### src/rtl/cpu_defs.sv
// Shared CPU definitions: divider FSM states, operand width and the ALU
// operation codes EXE decodes into div_start/div_signed.
package cpu_defs;

  localparam int CPU_DATA_W = 32;
  localparam int DIV_ITERS  = CPU_DATA_W;

  typedef enum logic [1:0] {
    IDLE    = 2'd0,
    DIVZERO = 2'd1,
    BUSY    = 2'd2,
    DONE    = 2'd3
  } div_state_t;

  localparam logic [7:0] ALUOP_DIV  = 8'b0001_1010;
  localparam logic [7:0] ALUOP_DIVU = 8'b0001_1011;

endpackage

### src/rtl/exe_div.sv
// Multi-cycle radix-2 restoring divider behind EXE for DIV/DIVU.
// Returns {remainder, quotient} with a ready handshake and holds the pipeline via stall_req.
module exe_div
  import cpu_defs::*;
#(
  parameter int DATA_W = CPU_DATA_W
) (
  input  logic                  clk,
  input  logic                  rst,
  input  logic                  div_start,
  input  logic                  div_signed,
  input  logic [DATA_W-1:0]     div_opdata1,
  input  logic [DATA_W-1:0]     div_opdata2,
  input  logic                  div_annul,
  output logic [2*DATA_W-1:0]   div_result,
  output logic                  div_ready,
  output logic                  stall_req
);

  localparam int CW = $clog2(DATA_W);
  localparam logic [CW-1:0]     CNT_LAST = CW'(DATA_W - 1);
  localparam logic [CW-1:0]     CNT_ONE  = {{(CW-1){1'b0}}, 1'b1};
  localparam logic [DATA_W-1:0] ONE_W    = {{(DATA_W-1){1'b0}}, 1'b1};

  // One restoring step: shift, trial-subtract divisor from the upper half, keep if non-negative.
  function automatic logic [2*DATA_W:0] div_step(input logic [2*DATA_W:0] work,
                                                 input logic [DATA_W-1:0]  dsor);
    logic [2*DATA_W:0] sh;
    logic [DATA_W+1:0] diff;
    sh   = work << 1;
    diff = {1'b0, sh[2*DATA_W:DATA_W]} - {2'b00, dsor};
    if (!diff[DATA_W+1]) begin
      div_step = {diff[DATA_W:0], sh[DATA_W-1:1], 1'b1};
    end else begin
      div_step = sh;
    end
  endfunction

  function automatic logic [DATA_W-1:0] apply_sign(input logic [DATA_W-1:0] mag, input logic neg);
    apply_sign = neg ? (~mag + ONE_W) : mag;
  endfunction

  div_state_t          state_r, state_nxt_s;
  logic [CW-1:0]       cnt_r, cnt_nxt_s;
  logic [2*DATA_W:0]   work_r, work_nxt_s, step_s;
  logic [DATA_W-1:0]   dsor_r, dsor_nxt_s;
  logic                q_neg_r, q_neg_nxt_s, r_neg_r, r_neg_nxt_s;
  logic [2*DATA_W-1:0] result_r, result_nxt_s;
  logic                ready_r, ready_nxt_s;
  logic                s1_s, s2_s;

  assign s1_s   = div_signed & div_opdata1[DATA_W-1];
  assign s2_s   = div_signed & div_opdata2[DATA_W-1];
  assign step_s = div_step(work_r, dsor_r);

  // Next-state and next-datapath decode.
  always_comb begin
    state_nxt_s  = state_r;
    cnt_nxt_s    = cnt_r;
    work_nxt_s   = work_r;
    dsor_nxt_s   = dsor_r;
    q_neg_nxt_s  = q_neg_r;
    r_neg_nxt_s  = r_neg_r;
    result_nxt_s = result_r;
    ready_nxt_s  = ready_r;
    case (state_r)
      IDLE: begin
        if (div_start && !div_annul) begin
          if (div_opdata2 == {DATA_W{1'b0}}) begin
            state_nxt_s = DIVZERO;
          end else begin
            state_nxt_s = BUSY;
            work_nxt_s  = {{(DATA_W+1){1'b0}}, apply_sign(div_opdata1, s1_s)};
            dsor_nxt_s  = apply_sign(div_opdata2, s2_s);
            q_neg_nxt_s = s1_s ^ s2_s;
            r_neg_nxt_s = s1_s;
            cnt_nxt_s   = {CW{1'b0}};
          end
        end else begin
          state_nxt_s = IDLE;
        end
      end
      DIVZERO: begin
        result_nxt_s = {(2*DATA_W){1'b0}};
        if (div_annul) begin
          state_nxt_s = IDLE;
        end else begin
          state_nxt_s = DONE;
        end
      end
      BUSY: begin
        if (div_annul) begin
          state_nxt_s = IDLE;
        end else begin
          work_nxt_s = step_s;
          cnt_nxt_s  = cnt_r + CNT_ONE;
          if (cnt_r == CNT_LAST) begin
            state_nxt_s  = DONE;
            result_nxt_s = {apply_sign(step_s[2*DATA_W-1:DATA_W], r_neg_r),
                            apply_sign(step_s[DATA_W-1:0], q_neg_r)};
          end else begin
            state_nxt_s = BUSY;
          end
        end
      end
      DONE: begin
        if (!div_start) begin
          state_nxt_s  = IDLE;
          ready_nxt_s  = 1'b0;
          result_nxt_s = {(2*DATA_W){1'b0}};
        end else begin
          ready_nxt_s = 1'b1;
        end
      end
      default: begin
        state_nxt_s  = IDLE;
        ready_nxt_s  = 1'b0;
        result_nxt_s = {(2*DATA_W){1'b0}};
      end
    endcase
  end

  // FSM state register.
  always_ff @(posedge clk) begin
    if (rst) begin
      state_r <= IDLE;
    end else begin
      state_r <= state_nxt_s;
    end
  end

  // Datapath and output registers.
  always_ff @(posedge clk) begin
    if (rst) begin
      cnt_r    <= {CW{1'b0}};
      work_r   <= {(2*DATA_W+1){1'b0}};
      dsor_r   <= {DATA_W{1'b0}};
      q_neg_r  <= 1'b0;
      r_neg_r  <= 1'b0;
      result_r <= {(2*DATA_W){1'b0}};
      ready_r  <= 1'b0;
    end else begin
      cnt_r    <= cnt_nxt_s;
      work_r   <= work_nxt_s;
      dsor_r   <= dsor_nxt_s;
      q_neg_r  <= q_neg_nxt_s;
      r_neg_r  <= r_neg_nxt_s;
      result_r <= result_nxt_s;
      ready_r  <= ready_nxt_s;
    end
  end

  assign div_result = result_r;
  assign div_ready  = ready_r;
  assign stall_req  = div_start & ~ready_r & ~div_annul;

endmodule

### config.mk
export PLATFORM = sky130hd
export DESIGN_NAME = exe_div
export DESIGN_NICKNAME = d
export VERILOG_FILES = /design/src/rtl/cpu_defs.sv /design/src/rtl/exe_div.sv
export SDC_FILE = /design/constraint.sdc
export NUM_CORES = 1
export LEC_CHECK = 0
export ABC_AREA = 1
export CORE_MARGIN = 3
export CORE_UTILIZATION = 61
export DETAILED_ROUTE_END_ITERATION = 16
export PLACE_DENSITY = 0.88
export REMOVE_ABC_BUFFERS = 1
export SLEW_MARGIN = 10
export SYNTH_ARGS = -nofsm -noshare
export SYNTH_HDL_FRONTEND = slang
export SYNTH_SLANG_ARGS = --single-unit
export TNS_END_PERCENT = 5
### constraint.sdc
create_clock -name clk -period 9.82 [get_ports clk]
set_input_delay 1.964 -clock clk [delete_from_list [all_inputs] [get_ports clk]]
set_output_delay 1.964 -clock clk [all_outputs]
set_load 0.02 [all_outputs]
---- After elaboration in Yosys (flattened, before gate mapping) ----
Cells that the tools add are included.
word-level totals
  register bits after elaboration ......... 170
  input port bits ......................... 69
  logic and storage cells ................. 69
cells by class
  $add $sub $neg .......................... 6
  equal/unequal tests ..................... 9
  mux-type cells .......................... 25
  bitwise logic cells ..................... 12
  reductions and logical operators ........ 9
operator list
  operator                                                         count
  64-bit 2-to-1 mux                                                7
  64-bit case mux with 3 select lines                              1
  32-bit by 1-bit adder with 32-bit output, second input constant  4
  32-bit 2-to-1 mux                                                4
  32-bit inverter                                                  4
  64-bit case mux with 2 select lines                              1
  33-bit by 32-bit subtractor with 34-bit output                   1
  32-bit logical NOT                                               1
  5-bit 2-to-1 mux                                                 3
  2-bit 2-to-1 mux                                                 5
  2-bit != test, second input constant                             5
  5-bit case mux with 2 select lines                               1
  2-bit case mux with 4 select lines                               1
  4-bit AND reduction                                              2
  5-bit by 1-bit adder with 5-bit output, second input constant    1
  5-bit == test, second input constant                             1
  1-bit bitwise AND                                                4
  2-bit == test, second input constant                             2
  1-bit inverter                                                   3
  3-bit AND reduction                                              1
  3-bit nonzero test                                               1
  2-bit by 1-bit == test with 1-bit output, second input constant  1
  2-bit logical NOT                                                1
  1-bit 2-to-1 mux                                                 2
  other kinds (4)                                                  4

---- Longest topological paths before layout ----
  depth in word-level cells ............... 8
  depth in mapped cells ................... 30

---- Worst setup path after synthesis ----
No wires, ideal clock.
  path type ............................... input-to-output
  from .................................... input div_annul
  to ...................................... output stall_req
  arrival ................................. 2.384 ns
  slack ................................... 5.472 ns
  stages on the path ...................... 3
  buffers on the path ..................... 0
  path through ............................ inv_1 -> nand2_1 -> nor2_1
on the way
  cells in the longest elaborated chain, start to end .. 2
ends and longest elaborated chain
  item               RTL line        text
  start, declared    exe_div.sv:14   input logic div_annul,
  1-bit inverter     exe_div.sv:155  assign stall_req = div_start & ~ready_r & ~div_annul;
  1-bit bitwise AND  exe_div.sv:155
  end, declared      exe_div.sv:17   output logic stall_req
No other way between the ends.

---- Worst setup path after layout ----
Same ends and word-level chain as after synthesis.

==> impl_metrics.sql <==
INSERT INTO impl_metrics (metric_group, metric, value, unit) VALUES
('floorplan', 'placementRows', '51', ''),
('drt', 'drc_errors', '0', ''),
('power', 'sequentialPowerShare', '38.1', '%'),
('synth', 'synth.avg_cell_area', '5.99', 'um^2'),
('drt', 'drt_iter0_markers', '1645', ''),
('global_routing', 'grt_start_max_net_pins', '76', ''),
('setup_path', 'worst_ep_required_time', '7860', 'ps'),
('clock_network', 'tritoncts', 'yes', ''),
('power', 'combinational_fraction_of_design_power', '29.2', '%'),
('floorplan', 'initial_utilization', '63.0', '%'),
('sta', 'totalNegativeSetupSlack', '0', 'ps'),
('setup_path', 'top_delay_family_on_crit_path', 'buffers and inverters', ''),
('synth', 'yosysMostFrequentCell', 'sky130_fd_sc_hd__nand2_1', ''),
('setup_path', 'setup.worst_path.class', 'primary input to primary output', ''),
('placed_design', 'place.detailed.instances', '2413', ''),
('power', 'power_per_cell_area', '137', 'nW/um^2'),
('synth', 'post_synth_num_cell_types', '51', ''),
('synth', 'syn_area', '12500', 'um^2'),
('sta', 'setup_ws', '4430', 'ps'),
('clock_network', 'clk_pin_slew', '70', 'ps'),
('setup_path', 'timing.critical_path.cells', 'clkdlybuf4s50_1 > inv_1 > nand2_1 > nor2_1 > clkdlybuf4s50_1', ''),
('setup_path', 'critical_path_arrival', '3420', 'ps'),
('clock_network', 'post_cts_resize_count', '0', ''),
('finish', 'fin_nets', '2275', ''),
('sta', 'grt_setup_unrepaired', 'no', ''),
('floorplan', 'fp.dieW', '149', 'um'),
('synth', 'synth_enable_flop_cells', '0', ''),
('clock_network', 'cts_hold_repair.buffers', '0', ''),
('power', 'max-vdd-ir-drop', '0.124', 'mV'),
('global_routing', 'globalRoute.totalOverflow', '0', ''),
('clock_network', 'depth_of_the_cts_h_tree', '4', ''),
('sta', 'tightestPinTransition', '1040', 'ps'),
('setup_path', 'worst_path_most_repeated_cell', 'sky130_fd_sc_hd__clkdlybuf4s50_1', ''),
('outcome', 'status', 'finished clean', ''),
('clock_network', 'cts_sinks', '170', ''),
('setup_path', 'cp_slowest_cell', 'sky130_fd_sc_hd__clkdlybuf4s50_1', ''),
('placed_design', 'placement.setup.worst_slack', '4250', 'ps'),
('power', 'power_leakage', '6.60', 'nW'),
('placed_design', 'finalWeightedCongestion', '1.07', ''),
('clock_network', 'cts-root-to-sink-buffers', '2', ''),
('synth', 'synth.top_cells.by_area', 'sky130_fd_sc_hd__dfxtp_1, sky130_fd_sc_hd__nand2_1, sky130_fd_sc_hd__a21oi_1', ''),
('synth', 'netlist_instances', '2082', ''),
('synth', 'synth-seq-area-share', '27.3', '%'),
('setup_path', 'worstPathBufferInverterCount', '3', ''),
('min_path', 'timing.hold.worst.class', 'register to register', ''),
('synth', 'async_reset_ff_share', '0', '%'),
('synth', 'synth_largest_area_cell', 'sky130_fd_sc_hd__dfxtp_1', ''),
('sta', 'skew', '12.7', 'ps'),
('sta', 'setup_violations', '0', ''),
('drt', 'wl_per_cell', '15.9', 'um'),
('synth', 'yosys_register_bits', '170', ''),
('power', 'clock_power_share', '32.7', '%'),
('synth', 'synth_top_cell_area_share', '27.3', '%'),
('sta', 'timing.slew.headroom', '30.9', '%'),
('sta', 'final_hold_viol_count', '0', ''),
('synth', 'synth_common_cells', 'sky130_fd_sc_hd__nand2_1, sky130_fd_sc_hd__inv_1, sky130_fd_sc_hd__a21oi_1', ''),
('floorplan', 'fp.dieArea', '22200', 'um^2'),
('drt', 'drt_wl_total', '38900', 'um'),
('drt', 'number_of_nets_still_failing_antenna_checks_after_routing', '0', ''),
('finish', 'ff_latch_area', '3400', 'um^2'),
('finish', 'finalNonFillerCells', '2444', ''),
('synth', 'ys.flop_type', 'sky130_fd_sc_hd__dfxtp_1', ''),
('power', 'power.net_switching', '0.714', 'mW'),
('sta', 'min_period', '5390', 'ps'),
('power', 'sw_frac_of_total', '36.2', '%'),
('drt', 'drtPass1Iterations', '9', ''),
('clock_network', 'skew_pair_late_insertion_delay', '440', 'ps'),
('sta', 'ratio_of_final_minimum_period_to_clock_period', '54.9', '%'),
('global_routing', 'wire_length_of_the_first_global_routing_pass', '62300', 'um'),
('floorplan', 'die_outline_height', '149', 'um'),
('global_routing', 'vias_in_the_first_global_route', '12815', '');
## cells by family (layout without fill, tap and decap cells)
family | after synthesis | count (layout) | share of synthesized area, %
simple gates | 1041 | 1041 | 35.3
compound gates | 428 | 428 | 18.4
buf+inv | 343 | 440 | 10.8
flops | 170 | 170 | 27.3
xor+xnor | 61 | 61 | 4.29
fa+ha+maj | 39 | 39 | 3.98
## power groups by stage
stage	registers, mW	logic (mW)	clock network (mW)
finish	0.751	0.575	0.644
global route	0.754	0.645	0.671
CTS	0.749	0.562	0.648
detailed placement	0.764	0.557	0
global placement	0.763	0.546	0
floorplan	0.756	0.388	0
## path summary, 6_finish.rpt
check                                                  from                          end  slack (ps)  cells past startpoint
worst max-delay path                              div_annul                    stall_req        4430                      5
worst min-delay path            div_result[53]$_SDFFE_PP0P_  div_result[53]$_SDFFE_PP0P_         460                      2
worst max register to register      dsor_r[28]$_SDFFE_PP0P_  div_result[30]$_SDFFE_PP0P_        4780                     25
worst min register to register  div_result[53]$_SDFFE_PP0P_  div_result[53]$_SDFFE_PP0P_         460                      2
## worst min-delay path, delay by kind of cell, from the launching register on
kind,cells,cell delay [ps]
compound gates,1,50
flops,1,310
simple gates,1,60
## layer usage
layer | global-route usage, % | up-vias | routed length, um
met5 | 0 | - | 0
met4 | 15.3 | 0 | 1780
met3 | 5.32 | 128 | 3040
met2 | 57.0 | 670 | 18100
met1 | 44.9 | 6289 | 16000
li1 | - | 6890 | -
## layout make-up
| class | count | share of cell area [%] |
|---|---|---|
| clock inverter | 12 | 0.790 |
| multi-input combinational | 1569 | 53.6 |
| timing repair buffer | 143 | 9.75 |
| inverter | 266 | 6.92 |
| clock buffer | 19 | 3.00 |
| tap | 265 | 2.30 |
| sequential | 170 | 23.6 |
## placed cells by master, fill, tap and decap left out, types with 6 or more instances in the layout
cell	netlist	layout
sky130_fd_sc_hd__a211oi_1	7	7
sky130_fd_sc_hd__a21oi_1	226	226
sky130_fd_sc_hd__a31oi_1	6	6
sky130_fd_sc_hd__buf_4	1	10
sky130_fd_sc_hd__clkbuf_16	0	17
sky130_fd_sc_hd__clkdlybuf4s50_1	0	133
sky130_fd_sc_hd__dfxtp_1	170	170
sky130_fd_sc_hd__ha_1	38	38
sky130_fd_sc_hd__inv_1	252	252
sky130_fd_sc_hd__inv_2	9	9
sky130_fd_sc_hd__nand2_1	610	609
sky130_fd_sc_hd__nand2_2	17	18
sky130_fd_sc_hd__nand3_1	136	136
sky130_fd_sc_hd__nand4_1	15	15
sky130_fd_sc_hd__nor2_1	184	182
sky130_fd_sc_hd__nor2_2	11	13
sky130_fd_sc_hd__nor3_1	24	24
sky130_fd_sc_hd__nor4_1	11	11
sky130_fd_sc_hd__o21ai_0	141	141
sky130_fd_sc_hd__o21ai_1	9	9
sky130_fd_sc_hd__o21bai_1	6	6
sky130_fd_sc_hd__o22ai_1	10	10
sky130_fd_sc_hd__or2_2	6	6
sky130_fd_sc_hd__xnor2_1	23	23
sky130_fd_sc_hd__xor2_1	38	38
## through the flow
stage          hold slack, ps  util, %  total power, mW  instance area (um^2)
6_report                  464     72.9             1.97                 14400
5_1_grt                   483     72.9             2.07                 14400
4_1_cts                   465     72.9             1.96                 14400
3_5_place_dp              454     70.1             1.32                 13900
3_3_place_gp              449     70.1             1.31                 13900
2_1_floorplan             430        -             1.14                 12100
## sequential cells by signal, summed over array words and instances, names as in the netlist
register,count
div_result,64
work_r,64
dsor_r,32
cnt_r,5
state_r,2
div_ready,1
q_neg_r,1
r_neg_r,1
(Power assumes the default switching activity.)
